--- src/rtl/stitch_vfpr_pkg.sv ---
// Types shared by the vector FP register-file write and read paths.
package stitch_vfpr_pkg;

  localparam int unsigned VfprNumReq    = 2;
  localparam int unsigned VfprAddrWidth = 8;
  localparam int unsigned VfprDataWidth = 64;

  function automatic int unsigned src_idx_width(input int unsigned n);
    return (n > 1) ? $clog2(n) : 1;
  endfunction

  typedef logic [src_idx_width(VfprNumReq)-1:0] vfpr_src_idx_t;

  typedef enum logic [3:0] {
    AMONone = 4'h0,
    AMOSwap = 4'h1,
    AMOAdd  = 4'h2,
    AMOAnd  = 4'h3,
    AMOOr   = 4'h4,
    AMOXor  = 4'h5,
    AMOMax  = 4'h6,
    AMOMaxu = 4'h7,
    AMOMin  = 4'h8,
    AMOMinu = 4'h9,
    AMOLR   = 4'hA,
    AMOSC   = 4'hB
  } amo_op_e;

  typedef struct packed {
    logic [VfprAddrWidth-1:0]   addr;
    logic                       write;
    amo_op_e                    amo;
    logic [VfprDataWidth-1:0]   data;
    logic [VfprDataWidth/8-1:0] strb;
    logic                       user;
  } vfpr_req_chan_t;

  typedef struct packed {
    vfpr_req_chan_t q;
    logic           q_valid;
  } vfpr_req_t;

  typedef struct packed {
    logic q_ready;
    logic p_valid;
  } vfpr_rsp_t;

endpackage

--- src/rtl/stitch_vfpr_wr_arbiter_fifo.sv ---
// In-order tracking queue of granted source indices; occupancy is owned by the parent.
module stitch_vfpr_wr_arbiter_fifo #(
  parameter int unsigned DEPTH = 4,
  parameter type         T     = logic
) (
  input  logic clk_i,
  input  logic rst_ni,
  input  logic push_i,
  input  T     data_i,
  input  logic pop_i,
  output T     data_o
);

  localparam int unsigned PtrW = (DEPTH > 1) ? $clog2(DEPTH) : 1;
  typedef logic [PtrW-1:0] ptr_t;

  T     mem_q [DEPTH];
  ptr_t wr_ptr_q, rd_ptr_q;

  function automatic ptr_t ptr_inc(input ptr_t p);
    return (p == ptr_t'(DEPTH - 1)) ? '0 : p + 1'b1;
  endfunction

  always_ff @(posedge clk_i or negedge rst_ni) begin
    if (!rst_ni) begin
      wr_ptr_q <= '0;
      rd_ptr_q <= '0;
    end else begin
      if (push_i) wr_ptr_q <= ptr_inc(wr_ptr_q);
      if (pop_i)  rd_ptr_q <= ptr_inc(rd_ptr_q);
    end
  end

  always_ff @(posedge clk_i) begin
    if (push_i) mem_q[wr_ptr_q] <= data_i;
  end

  assign data_o = mem_q[rd_ptr_q];

endmodule

--- src/rtl/stitch_vfpr_wr_arbiter.sv ---
// Round-robin arbiter sharing the register-file write port between NumReq writeback
// sources, with grant lock under back-pressure and in-order completion routing.
module stitch_vfpr_wr_arbiter
  import stitch_vfpr_pkg::*;
#(
  parameter int unsigned NumReq         = 2,
  parameter int unsigned AddrWidth      = 8,
  parameter int unsigned DataWidth      = 64,
  parameter int unsigned MaxOutstanding = 4,
  parameter type         vfpr_req_t     = stitch_vfpr_pkg::vfpr_req_t,
  parameter type         vfpr_rsp_t     = stitch_vfpr_pkg::vfpr_rsp_t
) (
  input  logic                                 clk_i,
  input  logic                                 rst_ni,
  input  logic [NumReq-1:0]                    req_valid_i,
  output logic [NumReq-1:0]                    req_ready_o,
  input  logic [NumReq-1:0][AddrWidth-1:0]     req_addr_i,
  input  logic [NumReq-1:0][DataWidth-1:0]     req_data_i,
  input  logic [NumReq-1:0][DataWidth/8-1:0]   req_strb_i,
  output logic [NumReq-1:0]                    ack_o,
  output vfpr_req_t                            wr_port_req_o,
  input  vfpr_rsp_t                            wr_port_rsp_i,
  output logic                                 busy_o
);

  localparam int unsigned IdxW = src_idx_width(NumReq);
  localparam int unsigned CntW = $clog2(MaxOutstanding + 1);
  typedef logic [IdxW-1:0] idx_t;
  typedef logic [CntW-1:0] cnt_t;

  idx_t rr_q, lock_q, arb_idx, cand, gnt, head;
  logic lock_valid_q;
  cnt_t count_q, count_d;
  logic full, q_valid, hs, pop;

  assign full    = (count_q == cnt_t'(MaxOutstanding));
  assign q_valid = (|req_valid_i) & ~full;
  assign hs      = q_valid & wr_port_rsp_i.q_ready;
  assign pop     = wr_port_rsp_i.p_valid & (count_q != '0);
  assign gnt     = lock_valid_q ? lock_q : arb_idx;
  assign busy_o  = (count_q != '0);

  // Scan from farthest to nearest offset so the requester closest to rr_q wins last.
  always_comb begin
    arb_idx = rr_q;
    cand    = '0;
    for (int unsigned i = 0; i < NumReq; i++) begin
      cand = idx_t'((32'(rr_q) + (NumReq - 1 - i)) % NumReq);
      if (req_valid_i[cand]) arb_idx = cand;
    end
  end

  always_comb begin
    wr_port_req_o         = '0;
    wr_port_req_o.q.addr  = req_addr_i[gnt];
    wr_port_req_o.q.data  = req_data_i[gnt];
    wr_port_req_o.q.strb  = req_strb_i[gnt];
    wr_port_req_o.q.write = 1'b1;
    wr_port_req_o.q.amo   = AMONone;
    wr_port_req_o.q.user  = '0;
    wr_port_req_o.q_valid = q_valid;
  end

  always_comb begin
    req_ready_o = '0;
    if (hs) req_ready_o[gnt] = 1'b1;
  end

  always_comb begin
    ack_o = '0;
    if (pop) ack_o[head] = 1'b1;
  end

  always_comb begin
    count_d = count_q;
    if (hs && !pop)      count_d = count_q + 1'b1;
    else if (pop && !hs) count_d = count_q - 1'b1;
  end

  always_ff @(posedge clk_i or negedge rst_ni) begin
    if (!rst_ni) begin
      rr_q         <= '0;
      lock_q       <= '0;
      lock_valid_q <= 1'b0;
      count_q      <= '0;
    end else begin
      count_q <= count_d;
      if (hs) begin
        rr_q         <= idx_t'((32'(gnt) + 1) % NumReq);
        lock_valid_q <= 1'b0;
      end else if (q_valid) begin
        lock_valid_q <= 1'b1;
        lock_q       <= gnt;
      end
    end
  end

  stitch_vfpr_wr_arbiter_fifo #(
    .DEPTH (MaxOutstanding),
    .T     (idx_t)
  ) i_track_fifo (
    .clk_i  (clk_i),
    .rst_ni (rst_ni),
    .push_i (hs),
    .data_i (gnt),
    .pop_i  (pop),
    .data_o (head)
  );

  assert property (@(posedge clk_i) disable iff (!rst_ni)
    wr_port_rsp_i.p_valid |-> (count_q != '0))
    else $warning("p_valid with no write outstanding is ignored");

  for (genvar i = 0; i < NumReq; i++) begin : g_src_chk
    assert property (@(posedge clk_i) disable iff (!rst_ni)
      (req_valid_i[i] && !req_ready_o[i]) |=>
        (req_valid_i[i] && $stable(req_addr_i[i]) && $stable(req_data_i[i]) &&
         $stable(req_strb_i[i])))
      else $error("source %0d dropped or changed a pending write", i);
  end

endmodule

--- config.mk ---
export PLATFORM = sky130hd
export DESIGN_NAME = stitch_vfpr_wr_arbiter
export DESIGN_NICKNAME = d
export VERILOG_FILES = /design/src/rtl/stitch_vfpr_pkg.sv /design/src/rtl/stitch_vfpr_wr_arbiter_fifo.sv /design/src/rtl/stitch_vfpr_wr_arbiter.sv
export SDC_FILE = /design/constraint.sdc
export NUM_CORES = 1
export LEC_CHECK = 0
export BUFFER_PORTS_ARGS = -buffer_cell sky130_fd_sc_hd__clkbuf_2
export CAP_MARGIN = 20
export CORE_AREA = 2 2 99 101
export CTS_CLUSTER_DIAMETER = 150
export DETAILED_ROUTE_END_ITERATION = 12
export DIE_AREA = 0 0 101 103
export PLACE_DENSITY = 0.58
export SETUP_SLACK_MARGIN = 0.5
export SLEW_MARGIN = 20
export SYNTH_ARGS = -nofsm -noshare
export SYNTH_HDL_FRONTEND = slang
export SYNTH_HIERARCHICAL = 1
export SYNTH_SLANG_ARGS = --single-unit
export TNS_END_PERCENT = 50
--- constraint.sdc ---
create_clock -name clk_i -period 2.3 [get_ports clk_i]
set_input_delay 0.23 -clock clk_i [delete_from_list [all_inputs] [get_ports clk_i]]
set_output_delay 0.23 -clock clk_i [all_outputs]
set_load 0.05 [all_outputs]
Yosys cells after proc, flatten, opt, wreduce, memory -nomap -nowiden
Memories as Yosys holds them, arrays and structs flattened.
Cells that the tools add are included.
Word-level totals
  memories: 1
  memory bits (writable): 4
  bits in registers: 10
  output and inout bits: 92
  logic and storage cells: 65
Cells by class
  bitwise gates (word level): 5
  add/subtract/negate cells: 6
  reduce and logical (&&, ||, !) cells: 11
  equality and inequality tests: 3
  order comparisons: 6
  multiplexer cells: 27
Memory list
  i_track_fifo.mem_q: words 4, width 1, read ports 1, clocked after memory_dff 0, write ports 1, RTL line stitch_vfpr_wr_arbiter_fifo.sv:17  | T mem_q [DEPTH];
Operators by type and width (number)
  $mux W64: 2
  $mux W8: 4
  $mux W1: 13
  $lt A1 B2 Y1 const B: 4
  $mux W2: 4
  $mux W3: 2
  $add A2 B1 Y2 const B: 2
  $eq A2 B2 Y1 const B: 2
  $logic_and A1 B1 Y1: 4
  $reduce_bool A2 Y1: 2
  $add A3 B1 Y3 const B: 1
  $and A1 B1 Y1: 3
  $eq A3 B3 Y1 const B: 1
  $reduce_bool A3 Y1: 1
  $sub A3 B1 Y3 const B: 1
  $add A1 B1 Y1 const B: 2
  $demux W1 S1: 2
  $ge A1 B1 Y1 const B: 2
  $logic_not A1 Y1: 2
  $not A1 Y1: 2
  $reduce_and A2 Y1: 1
  $reduce_or A2 Y1: 1

Longest topological paths before layout
Gate-level depths: netlist of the first run.
  depth in word-level cells: 11
  mapped depth: 8

Modules after synthesis
The synthesis of the first run kept the hierarchy.
By module, submodules not included
  stitch_vfpr_wr_arbiter: instances 1, cells an instance 132, area an instance 1406.3 µm², sequential area each 150.1 µm²
  stitch_vfpr_wr_arbiter_fifo: instances 1, cells an instance 27, area an instance 391.6 µm², sequential area each 220.2 µm²

Least setup slack after synthesis of the first run
Ideal clock, no wire load.
  path kind: flip-flop to flip-flop
  start point: register count_q[2]
  end point: register count_q[2]
  setup slack: -76 ps
  cell stages (with the launch flop): 9
  period minus slack after synthesis: 2376 ps
  arrival time: 2297 ps
  cells stage by stage: dfrtp_1 > nor3b_1 > nor3b_1 > ha_1 > inv_1 > fa_1 > xor2_1 > nor2_1 > xor2_1
On the way
  word-level cells in the longest chain between the ends: 7
  elaborated cells between the ends (all ways): 15
  classes of those cells: 2 x add/sub; 1 x eq/ne; 2 x mux; 4 x bitwise; 6 x reduce/logical
RTL lines
  start, declared: RTL line stitch_vfpr_wr_arbiter.sv:33  | cnt_t count_q, count_d;
  start signal, assigned: RTL line stitch_vfpr_wr_arbiter.sv:87  | count_q <= count_d;
  $eq A3 B3 Y1 (*): RTL line stitch_vfpr_wr_arbiter.sv:36  | assign full = (count_q == cnt_t'(MaxOutstanding));
  $not A1 Y1 (*): RTL line stitch_vfpr_wr_arbiter.sv:37  | assign q_valid = (|req_valid_i) & ~full;
  $and A1 B1 Y1 (*): RTL line stitch_vfpr_wr_arbiter.sv:37
  $and A1 B1 Y1 (*): RTL line stitch_vfpr_wr_arbiter.sv:38  | assign hs = q_valid & wr_port_rsp_i.q_ready;
  named net hs: RTL line stitch_vfpr_wr_arbiter.sv:34  | logic full, q_valid, hs, pop;
  $logic_not A1 Y1: RTL line stitch_vfpr_wr_arbiter.sv:77  | else if (pop && !hs) count_d = count_q - 1'b1;
  $logic_and A1 B1 Y1: RTL line stitch_vfpr_wr_arbiter.sv:77
  $reduce_bool A2 Y1 (no source line)
Mark *: on every way through the listed nets, which the timed path passes. The rest lies on a longest branch. The select of a mux whose other input is x is not followed.
A chain may end at the register's enable or synchronous reset.

==> results of run 1 <==
## power by group through the flow
| stage | combinational, mW | sequential (mW) | clock, mW |
|---|---|---|---|
| after floorplan | 3.25 | 0.455 | 0 |
| after global placement | 3.98 | 0.471 | 0 |
| after detailed placement | 4.02 | 0.478 | 0 |
| after CTS | 4.38 | 0.473 | 0.205 |
| after global routing | 6.34 | 0.490 | 0.218 |
| final | 6.10 | 0.471 | 0.198 |
## cells by family after synthesis
logic type | after synthesis | share of synthesized area [%]
other | 2 | 0.418
multiplexers | 86 | 54.4
flip-flops | 14 | 20.6
AO/OA/AOI/OAI | 5 | 2.92
AND/OR/NAND/NOR | 21 | 6.54
buffers and inverters | 21 | 8.35
adder cells (fa/ha/maj) | 7 | 5.29
XOR/XNOR | 3 | 1.46
## sequential cells by signal (all words and copies together), names as in the netlist
register               flops
count_q                    3
i_track_fifo/mem_q         4
i_track_fifo/rd_ptr_q      2
i_track_fifo/wr_ptr_q      2
lock_q                     1
lock_valid_q               1
rr_q                       1
## cell usage after synthesis, types with 3 or more instances
library cell,n
mux2_1,45
mux2_2,39
dfrtp_1,10
buf_4,8
ha_1,6
nor2_1,6
buf_6,5
inv_1,5
and2_2,4
edfxtp_1,4
buf_2,3
nand2_1,3
## layout make-up
| cell class | instances | area (µm²) |
|---|---|---|
| flip-flops and latches | 14 | 370 |
| repair buffers | 273 | 2240 |
| well taps | 114 | 143 |
| clock inverters | 1 | 3.75 |
| clock buffers | 3 | 41.3 |
| inverters | 5 | 18.8 |
| fillers | 865 | 5080 |
| multi-input cells | 128 | 1570 |
## per-stage QoR
step / hold slack (ps) / power, mW / instances / util [%]
floorplan: -65.6 / 3.71 / 163 / -
global placement: 118 / 4.45 / 515 / 33.6
detailed placement: 120 / 4.50 / 515 / 33.6
CTS: 381 / 5.06 / 524 / 36.6
global route: 394 / 7.04 / 538 / 46.3
finish: 393 / 6.77 / 538 / 46.3
## worst max path at each step
stage | startpoint | endpoint | slack [ps] | depth (start not counted)
6_report | lock_valid_q | wr_port_req_o[27] | 210 | 5
5_1_grt | rr_q | wr_port_req_o[27] | 140 | 6
4_1_cts | rr_q | wr_port_req_o[43] | 150 | 6
3_5_place_dp | req_valid_i[0] | wr_port_req_o[43] | 300 | 6
3_3_place_gp | req_valid_i[0] | wr_port_req_o[44] | 310 | 6
2_1_floorplan | count_q[0] | count_q[2] | 330 | 8
## repair_timing
action / in CTS / in global routing
buffers inserted: 3 / 5
hold buffers: 1 / 0
pin swaps: 1 / 2
hold endpoints to repair: 10 / 0
resized for setup: 68 / 299
gates cloned: 1 / 9
endpoints found under the setup margin: 86 / 86
## worst max-delay path, delay by kind of cell, from the launching register on
kind,cells,cell delay (ps)
DFF,1,420
muxes,1,360
buffers and inverters,3,500
AOI/OAI and AO/OA,1,330
## per-layer routing
metal | routed length, µm | part of all wire, % | vias up
li1 | - | - | 1096
met1 | 3940 | 40 | 1095
met2 | 4670 | 48 | 151
met3 | 869 | 8.9 | 20
met4 | 314 | 3.2 | 0
met5 | 0 | 0 | -
==> metrics, run 1 <==
layout net count 598; YS warnings 6; CP Launch Type flop; vias in the first global route 1941; layout cells sized above 1 86.8%; worst reg2reg path endpoint count_q[2]; WS Path Type reg -> out; remaining global-route overflow 0; setup TNS 0 ps; worst skew pair latency 240 ps; I/O Pins 258; Initial Utilization 19.0%; met1 Use GR 14.1%; min Tclk post-route 2090 ps; Yosys reg bits 14; drt total wl 9.80 mm; Longest Clk Path Bufs 2; M2 GR Usage 20.5%; clock sink total 14; leading cell types in the layout, fill and taps excluded 171 x clkbuf_2, 61 x mux2_4, 51 x buf_6; Die Span X 101 µm; Worst path most repeated cell buf_6; Setup Skew 2.37 ps; Iteration-0 DRC Markers 60; crit path DAT 1860 ps; P_int 3.28 mW; dpl hpwl 6.46 mm; clock root cell clkbuf_8; WL/cell 18.2 µm; async set-or-reset flop fraction in the synthesized netlist 71.4%; CP Capture Type output port; reg2reg setup slack 340 ps; Total GRT Usage 11.9%; global-route wire length before repair 9.58 mm; Port Buffers 251; core area 9460 µm²; TritonCTS buffer count 3; Die Area 10400 µm²; Post-Synthesis Cells 159; synth top area cells mux2_1 28%, mux2_2 24%, dfrtp_1 14%; EDFF count, synth 4; library cells used by synthesis 29; Vias 2362; slowest CP cell dfrtp_1; H-tree depth 1; DRC 0; Max-Cap Viols 0; Finished Cell Area 4380 µm²; pwr dens 1540 nW/µm²; final period utilization 90.7%; Area Overhead vs Synth 144%; syn avg cell area 11.3 µm²; Leakage 2.36 nW; ys flop type dfrtp_1; largest area contributor in the netlist mux2_1; Comb pwr share 90.1%; Post-DP Area 3180 µm²; Final Max Slew Viols 0; post-synth top area share 28.2%; dpl ws 297 ps; worst flop-to-flop path startpoint count_q[0]; part of the power in registers 7.0%; Worst Hold Class in -> async; RSZ-0062 raised after global routing true; Clk pwr share 2.9%; Peak supply drop 0.836 mV; gpl congestion 0.846; Cell Chain, Critical Path o31ai_4 -> buf_6 -> buf_8 -> mux2_1 -> buf_6; post-route ant nets 0; Crit Path Max Fanout 7; slowest stage delay, CP 420 ps; post-route setup slack 214 ps; clk slew on worst S/H paths 60 ps; sequential area share after synthesis 20.6%; grt met3 use 3.46%; post-synthesis cell area 1800 µm²; die height 103 µm; Max Fclk 0.479 GHz; count of final setup violators 0; TritonCTS clock tree built; grt peak-use layer met2; Final Hold Vio Count 0; commonest non-fill, non-tap cell in the layout clkbuf_2; routed vias/inst 4.39; number of diodes 0; Worst Reg-to-Reg Cells 8; row cnt 36; sw frac 51.6%; Sw Pwr 3.49 mW; first drt pass iteration count 4; Req. time, crit path 2070 ps; initial antenna violation count 0; status completed; largest net degree at the start of global routing 32
No activity file was read; power rests on OpenSTA's default activity.
==> inputs of run 2 (changes only) <==
--- a/config.mk
+++ b/config.mk
@@ -9,6 +9,7 @@
 export CAP_MARGIN = 20
 export CORE_AREA = 2 2 99 101
 export CTS_CLUSTER_DIAMETER = 150
+export CTS_CLUSTER_SIZE = 16
 export DETAILED_ROUTE_END_ITERATION = 12
 export DIE_AREA = 0 0 101 103
 export PLACE_DENSITY = 0.58
@@ -16,6 +17,5 @@
 export SLEW_MARGIN = 20
 export SYNTH_ARGS = -nofsm -noshare
 export SYNTH_HDL_FRONTEND = slang
-export SYNTH_HIERARCHICAL = 1
 export SYNTH_SLANG_ARGS = --single-unit
 export TNS_END_PERCENT = 50
==> run 2 against run 1 <==
  * Total power decreased by 15%
  * Flip-flop and latch count unchanged
  * Largest cell class unchanged
  * Via count decreased by 6.5%
  * Wire length decreased by 11%
  * Design area decreased by 12%
  * Highest routed layer unchanged
  * Sequential power increased by 3%
==> metrics, run 2 <==
first drt pass iteration count 4 (unchanged); die height 103 µm (unchanged); Die Area 10400 µm² (unchanged); Sw Pwr 3.17 mW (was 3.49 mW); CP Capture Type output port (unchanged); TritonCTS buffer count 3 (unchanged); post-synthesis mux area share 55.7% (was 54.4%); drt total wl 8.72 mm (was 9.80 mm); Max Fclk 0.469 GHz (was 0.479 GHz); I/O Pins 258 (unchanged); critical path's top delay family buffers and inverters (unchanged); worst skew pair latency 240 ps (about the same); Buf/Inv on CP 3 (unchanged); most frequent cells after synthesis 45 x mux2_1, 41 x mux2_2, 10 x dfrtp_1, 8 x buf_4, 7 x nor2_1 (was 45 x mux2_1, 39 x mux2_2, 10 x dfrtp_1, 8 x buf_4); ys flop type dfrtp_1 (unchanged); sequential area share after synthesis 20.6% (unchanged); library cells used by synthesis 26 (was 29); CP Launch Type flop (unchanged); Comb pwr share 87.9% (was 90.1%); slowest stage delay, CP 420 ps (about the same); WS Path Type reg -> out (unchanged); count of final setup violators 0 (unchanged); crit path DAT 1900 ps (was 1860 ps); Cell Chain, Critical Path o31ai_4 -> buf_12 -> clkbuf_16 -> mux2_1 -> buf_4 (was o31ai_4 -> buf_6 -> buf_8 -> mux2_1 -> buf_6); Synth Area in Compound Gates 2.37% (was 2.92%); gpl congestion 0.882 (was 0.846); largest registers i_track_fifo.mem_q x4, count_q x3 (was i_track_fifo/mem_q x4, count_q x3); Worst Reg-to-Reg Cells 9 (was 8); commonest non-fill, non-tap cell in the layout clkbuf_2 (unchanged); Worst Hold Class in -> reg (was in -> async); Critical path origin lock_valid_q (unchanged); Synth Area in Simple Gates 5.78% (was 6.54%); largest net degree at the start of global routing 34 (was 32); syn avg cell area 11.4 µm² (was 11.3 µm²); Max-Cap Viols 0 (unchanged); crit path capture wr_port_req_o[38] (was wr_port_req_o[27]); clk slew on worst S/H paths 60 ps (about the same); Area Overhead vs Synth 114% (was 144%); layout cells sized above 1 78.2% (was 86.8%); Post-Synth XOR/XNOR Area 1.46% (unchanged); Core Util, Final 40.6% (was 46.3%); Req. time, crit path 2070 ps (about the same); final period utilization 92.7% (was 90.7%); WL/cell 16.4 µm (was 18.2 µm); reg2reg setup slack 350 ps (was 340 ps); Setup Skew 2.67 ps (was 2.37 ps); max reg flops 4 (unchanged); DRC 0 (unchanged); Port Buffers 251 (unchanged); RSZ-0062 raised after global routing true (unchanged); number of diodes 0 (unchanged); leading cell types in the layout, fill and taps excluded 171 x clkbuf_2, 53 x buf_4, 43 x mux2_1 (was 171 x clkbuf_2, 61 x mux2_4, 51 x buf_6); most frequent cell after synthesis mux2_1 (unchanged); status completed (unchanged); vias in the first global route 2005 (was 1941); core area 9460 µm² (unchanged); YS warnings 0 (was 6); async set-or-reset flop fraction in the synthesized netlist 71.4% (unchanged); Worst path depth 5 (unchanged); P_int 2.58 mW (was 3.28 mW); Yosys reg bits 14 (unchanged); clock sink total 14 (unchanged); TritonCTS clock tree built (unchanged); remaining global-route overflow 0 (unchanged); worst reg2reg path endpoint count_q[2] (unchanged); sw frac 55.2% (was 51.6%); Final Hold Vio Count 0 (unchanged); Total GRT Usage 12.7% (was 11.9%); Final Max Slew Viols 0 (unchanged); Vias 2209 (was 2362); pwr dens 1500 nW/µm² (was 1540 nW/µm²); min Tclk post-route 2130 ps (was 2090 ps); Post-Synthesis Cells 158 (was 159); synthesized-area fraction occupied by adder cells 5.29% (unchanged); EDFF count, synth 4 (unchanged); Longest Clk Path Bufs 2 (unchanged); part of the power in registers 8.4% (was 7.0%); routed vias/inst 4.15 (was 4.39); clock root cell clkbuf_8 (unchanged); Die Span X 101 µm (unchanged); initial antenna violation count 0 (unchanged); post-synth top area share 28.2% (unchanged); H-tree depth 1 (unchanged); Crit Path Max Fanout 13 (was 7); layout net count 592 (was 598); Iteration-0 DRC Markers 24 (was 60); setup TNS 0 ps (unchanged); Leakage 2.02 nW (was 2.36 nW); worst flop-to-flop path startpoint count_q[2] (was count_q[0]); Peak supply drop 0.754 mV (was 0.836 mV); post-route ant nets 0 (unchanged); dpl hpwl 6.73 mm (was 6.46 mm); synth top area cells mux2_1 28%, mux2_2 26%, dfrtp_1 14% (was mux2_1 28%, mux2_2 24%, dfrtp_1 14%); global-route wire length before repair 10.3 mm (was 9.58 mm); slowest CP cell dfrtp_1 (unchanged); largest area contributor in the netlist mux2_1 (unchanged); Initial Utilization 19.0% (unchanged); post-synthesis cell area 1800 µm² (unchanged); Biggest register i_track_fifo.mem_q (was i_track_fifo/mem_q); Clk pwr share 3.6% (was 2.9%); largest family of logic cells by synthesized area multiplexers (unchanged); row cnt 36 (unchanged)
[run 2: cell types whose count changed after synthesis, sizes merged]
cell | before | now
mux2 | 84 | 86
o21ai | 2 | 0
buf | 16 | 17
inv | 5 | 4
nand2 | 3 | 2
nor2 | 6 | 7
or3b | 1 | 0
[run 2: logic make-up after synthesis]
| kind of cell | count (synthesis) |
|---|---|
| AO/OA/AOI/OAI | 3 |
| XOR/XNOR | 3 |
| adder cells (fa/ha/maj) | 7 |
| buffers and inverters | 21 |
| flip-flops | 14 |
| multiplexers | 88 |
| other | 2 |
| AND/OR/NAND/NOR | 20 |
[run 2: what timing repair did]
item                       in CTS  in global routing
pin swaps                       1                  3
hold endpoints to repair       10                  0
hold buffers                    1                  0
resized for setup             115                 66
setup endpoints to repair      86                 92
setup buffers                   1                  8
gates cloned                    2                  2
[run 2: worst register-to-register path, cell delays in order (launching register included)]
cell and delay [ps]:
dfrtp_1 410, nor3b_4 180, nor3b_2 210, buf_4 160, ha_4 140, inv_2 40, fa_2 330, xor2_1 140
nor2_1 130, xor2_1 140
[run 2: stage by stage]
| step | power, mW | area (µm²) | std cells | setup WS [ps] | hold WS (ps) |
|---|---|---|---|---|---|
| 2_1_floorplan | 3.72 | 1850 | 162 | 344 | -65.6 |
| 3_3_place_gp | 4.44 | 3150 | 514 | 278 | 109 |
| 3_5_place_dp | 4.49 | 3150 | 514 | 180 | 113 |
| 4_1_cts | 5.37 | 3670 | 522 | 122 | 367 |
| 5_1_grt | 6.00 | 3840 | 532 | 108 | 380 |
| 6_report | 5.75 | 3840 | 532 | 169 | 364 |
[run 2: layer usage]
metal	up-vias	global-route usage, %	part of all wire [%]	routed length (µm)
li1	1078	-	-	-
met1	1016	16.8	43	3740
met2	109	21.1	48	4190
met3	6	3.32	8.3	725
met4	0	2.39	0.64	56
met5	-	0	0	0
[run 2: power groups by stage]
stage	clock network (mW)	registers (mW)	logic, mW
global route	0.227	0.499	5.28
finish	0.209	0.484	5.06
detailed placement	0	0.490	4.00
global placement	0	0.477	3.96
floorplan	0	0.461	3.26
CTS	0.212	0.486	4.67
[run 2: cell type report]
cell class	count	area (µm²)
timing repair buffer	269	1910
fill	948	5620
sequential	14	373
inverter	4	15.0
multi-input combinational	127	1350
tap	114	143
clock buffer	4	45.0
[run 2: worst min-delay path by stage]
stage               depth (start not counted)                  endpoint        startpoint
global route                                3  i_track_fifo.rd_ptr_q[1]  wr_port_rsp_i[0]
floorplan                                   0                count_q[0]            rst_ni
finish                                      3  i_track_fifo.rd_ptr_q[1]  wr_port_rsp_i[0]
global placement                            1                      rr_q            rst_ni
CTS                                         3  i_track_fifo.rd_ptr_q[1]  wr_port_rsp_i[0]
detailed placement                          1                      rr_q            rst_ni
==> inputs of run 3 (changes only) <==
--- a/config.mk
+++ b/config.mk
@@ -7,12 +7,12 @@
 export LEC_CHECK = 0
 export BUFFER_PORTS_ARGS = -buffer_cell sky130_fd_sc_hd__clkbuf_2
 export CAP_MARGIN = 20
-export CORE_AREA = 2 2 99 101
+export CORE_AREA = 2 2 100 102
 export CTS_CLUSTER_DIAMETER = 150
-export CTS_CLUSTER_SIZE = 16
+export CTS_CLUSTER_SIZE = 25
 export DETAILED_ROUTE_END_ITERATION = 12
-export DIE_AREA = 0 0 101 103
-export PLACE_DENSITY = 0.58
+export DIE_AREA = 0 0 102 104
+export PLACE_DENSITY = 0.55
 export SETUP_SLACK_MARGIN = 0.5
 export SLEW_MARGIN = 20
 export SYNTH_ARGS = -nofsm -noshare
==> constraint.sdc (replaced) <==
create_clock -name clk_i -period 2.7 [get_ports clk_i]
set_input_delay 0.27 -clock clk_i [delete_from_list [all_inputs] [get_ports clk_i]]
set_output_delay 0.27 -clock clk_i [all_outputs]
set_load 0.05 [all_outputs]
==> run 3 against run 2 <==
  * Count of clock-buffer cells in the layout shrank 1
  * Wire length decreased by 6.3%
  * Final cell count is 2.1% higher
  * First-iteration DRC count up 63%
  * Flip-flop and latch count unchanged
  * Design area shrank 8.8%
  * Critical path depth grew 1
  * Worst setup slack better by 370 ps
  * Combinational power down 23%
  * Total power decreased by 23%
  * Global-route usage rose by 0.23 points
  * Largest power group unchanged
  * Clock skew decreased by 1.7 ps
==> metrics, run 3 (synthesized netlist as in run 2, its figures left out) <==
global-route wire length before repair 10.9 mm (was 10.3 mm); Leakage 1.86 nW (was 2.02 nW); setup TNS 0 ps (unchanged); pwr dens 1270 nW/µm² (was 1500 nW/µm²); row cnt 36 (unchanged); Final Hold Vio Count 0 (unchanged); status completed (unchanged); Vias 2176 (was 2209); remaining global-route overflow 0 (unchanged); CP Capture Type output port (unchanged); Worst path most repeated cell buf_12; Total GRT Usage 12.9% (was 12.7%); TritonCTS buffer count 3 (unchanged); dpl hpwl 6.48 mm (was 6.73 mm); Cell Chain, Critical Path a21boi_2 -> o31ai_4 -> buf_12 -> buf_12 -> mux2_1 -> buf_4 (was o31ai_4 -> buf_12 -> clkbuf_16 -> mux2_1 -> buf_4); commonest non-fill, non-tap cell in the layout clkbuf_2 (unchanged); layout net count 584 (was 592); initial antenna violation count 0 (unchanged); vias in the first global route 2177 (was 2005); layout cells sized above 1 76.1% (was 78.2%); I/O Pins 258 (unchanged); Biggest register i_track_fifo.mem_q (unchanged); max reg flops 4 (unchanged); Peak supply drop 0.668 mV (was 0.754 mV); largest registers i_track_fifo.mem_q x4, count_q x3 (unchanged); clk slew on worst S/H paths 60 ps (about the same); crit path DAT 1890 ps (was 1900 ps); min Tclk post-route 2160 ps; Worst Hold Class in -> reg (unchanged); post-route ant nets 0 (unchanged); Port Buffers 251 (unchanged); Area Overhead vs Synth 94.9% (was 114%); largest net degree at the start of global routing 34 (unchanged); Setup Skew 0.926 ps (was 2.67 ps); core area 9550 µm² (was 9460 µm²); Iteration-0 DRC Markers 39 (was 24); Max-Cap Viols 0 (unchanged); worst skew pair latency 240 ps (about the same); Crit Path Max Fanout 22 (was 13); Longest Clk Path Bufs 2 (unchanged); final period utilization 80.2%; Final Max Slew Viols 0 (unchanged); number of diodes 0 (unchanged); WL/cell 15.0 µm (was 16.4 µm); first drt pass iteration count 3 (was 4); WS Path Type reg -> out (unchanged); critical path's top delay family buffers and inverters (unchanged); leading cell types in the layout, fill and taps excluded 174 x clkbuf_2, 59 x buf_4, 43 x mux2_1, 43 x mux2_2, 13 x buf_2 (was 171 x clkbuf_2, 53 x buf_4, 43 x mux2_1); dpl ws 568 ps (was 180 ps); clock root cell clkbuf_8 (unchanged); Max Fclk 0.462 GHz; Initial Utilization 18.8% (was 19.0%); drt total wl 8.17 mm (was 8.72 mm); die height 104 µm (was 103 µm); H-tree depth 1 (unchanged); slowest CP cell dfrtp_1 (unchanged); Buf/Inv on CP 3 (unchanged); post-route setup slack 535 ps (was 169 ps); CP Launch Type flop (unchanged); clock sink total 14 (unchanged); Die Area 10600 µm² (was 10400 µm²); count of final setup violators 0 (unchanged); Req. time, crit path 2430 ps (was 2070 ps); slowest stage delay, CP 380 ps (was 420 ps); DRC 0 (unchanged); TritonCTS clock tree built (unchanged); RSZ-0062 raised after global routing true (unchanged); routed vias/inst 4.01 (was 4.15); gpl congestion 0.865 (was 0.882); Die Span X 102 µm (was 101 µm)
-- run 3: cell count changes in the layout (fill, tap and decap cells not counted), sizes merged --
cell / delta
clkinv: +1
clkbuf: -25
buf: +16
-- run 3: metrics by stage --
stage / hold slack, ps / power [mW] / std cells / cell area, µm² / utilization [%]
after global routing: 414 / 4.68 / 543 / 3500 / 36.7
after global placement: 161 / 3.75 / 532 / 3140 / 32.9
final: 406 / 4.45 / 543 / 3500 / 36.7
after floorplan: -25.6 / 3.13 / 162 / 1820 / -
after CTS: 406 / 4.17 / 539 / 3330 / 34.9
after detailed placement: 164 / 3.77 / 532 / 3140 / 32.9
-- run 3: where the power goes --
| group | total, mW | internal, mW | switching [mW] |
|---|---|---|---|
| sequential | 0.402 | 0.320 | 0.0825 |
| clock | 0.174 | 0.101 | 0.0736 |
| combinational | 3.88 | 1.43 | 2.45 |
-- run 3: repair_timing --
action                                  CTS  global route
endpoints found under the setup margin   76            84
hold buffers                              1             0
pin swaps                                 1             1
buffers inserted                          1             0
hold endpoints to repair                 10             0
gates resized for setup                  35           144
cloned                                    1             4
-- run 3: final cells by class --
type	instances	area (µm²)
Multi-Input combinational cell	127	1300
Clock inverter	1	3.75
Sequential cell	14	370
Fill cell	986	6040
Inverter	4	15.0
Tap cell	133	166
Clock buffer	3	41.3
Timing Repair Buffer	261	1610
-- run 3: worst paths after layout --
path | start | end | slack (ps) | depth (start not counted)
min reg2reg | count_q[2] | count_q[2] | 500 | 1
min | wr_port_rsp_i[1] | lock_q | 410 | 3
max reg2reg | count_q[0] | count_q[2] | 630 | 8
max in group asynchronous | rst_ni | i_track_fifo.rd_ptr_q[0] | 2030 | 2
max | rr_q | wr_port_req_o[81] | 540 | 6
min in group asynchronous | rst_ni | i_track_fifo.wr_ptr_q[1] | 450 | 2
-- run 3: routing by layer --
layer / wire (µm) / GRT usage (%) / up-vias
met5: 0 / 0 / -
met4: 112 / 1.52 / 0
met3: 684 / 3.09 / 4
met2: 4180 / 25.2 / 133
met1: 3190 / 14.2 / 980
li1: - / - / 1059
-- run 3: worst min-delay path, cell delays in order --
cell and delay, ps:
clkbuf_2 80, nor3_1 50, mux2_2 210
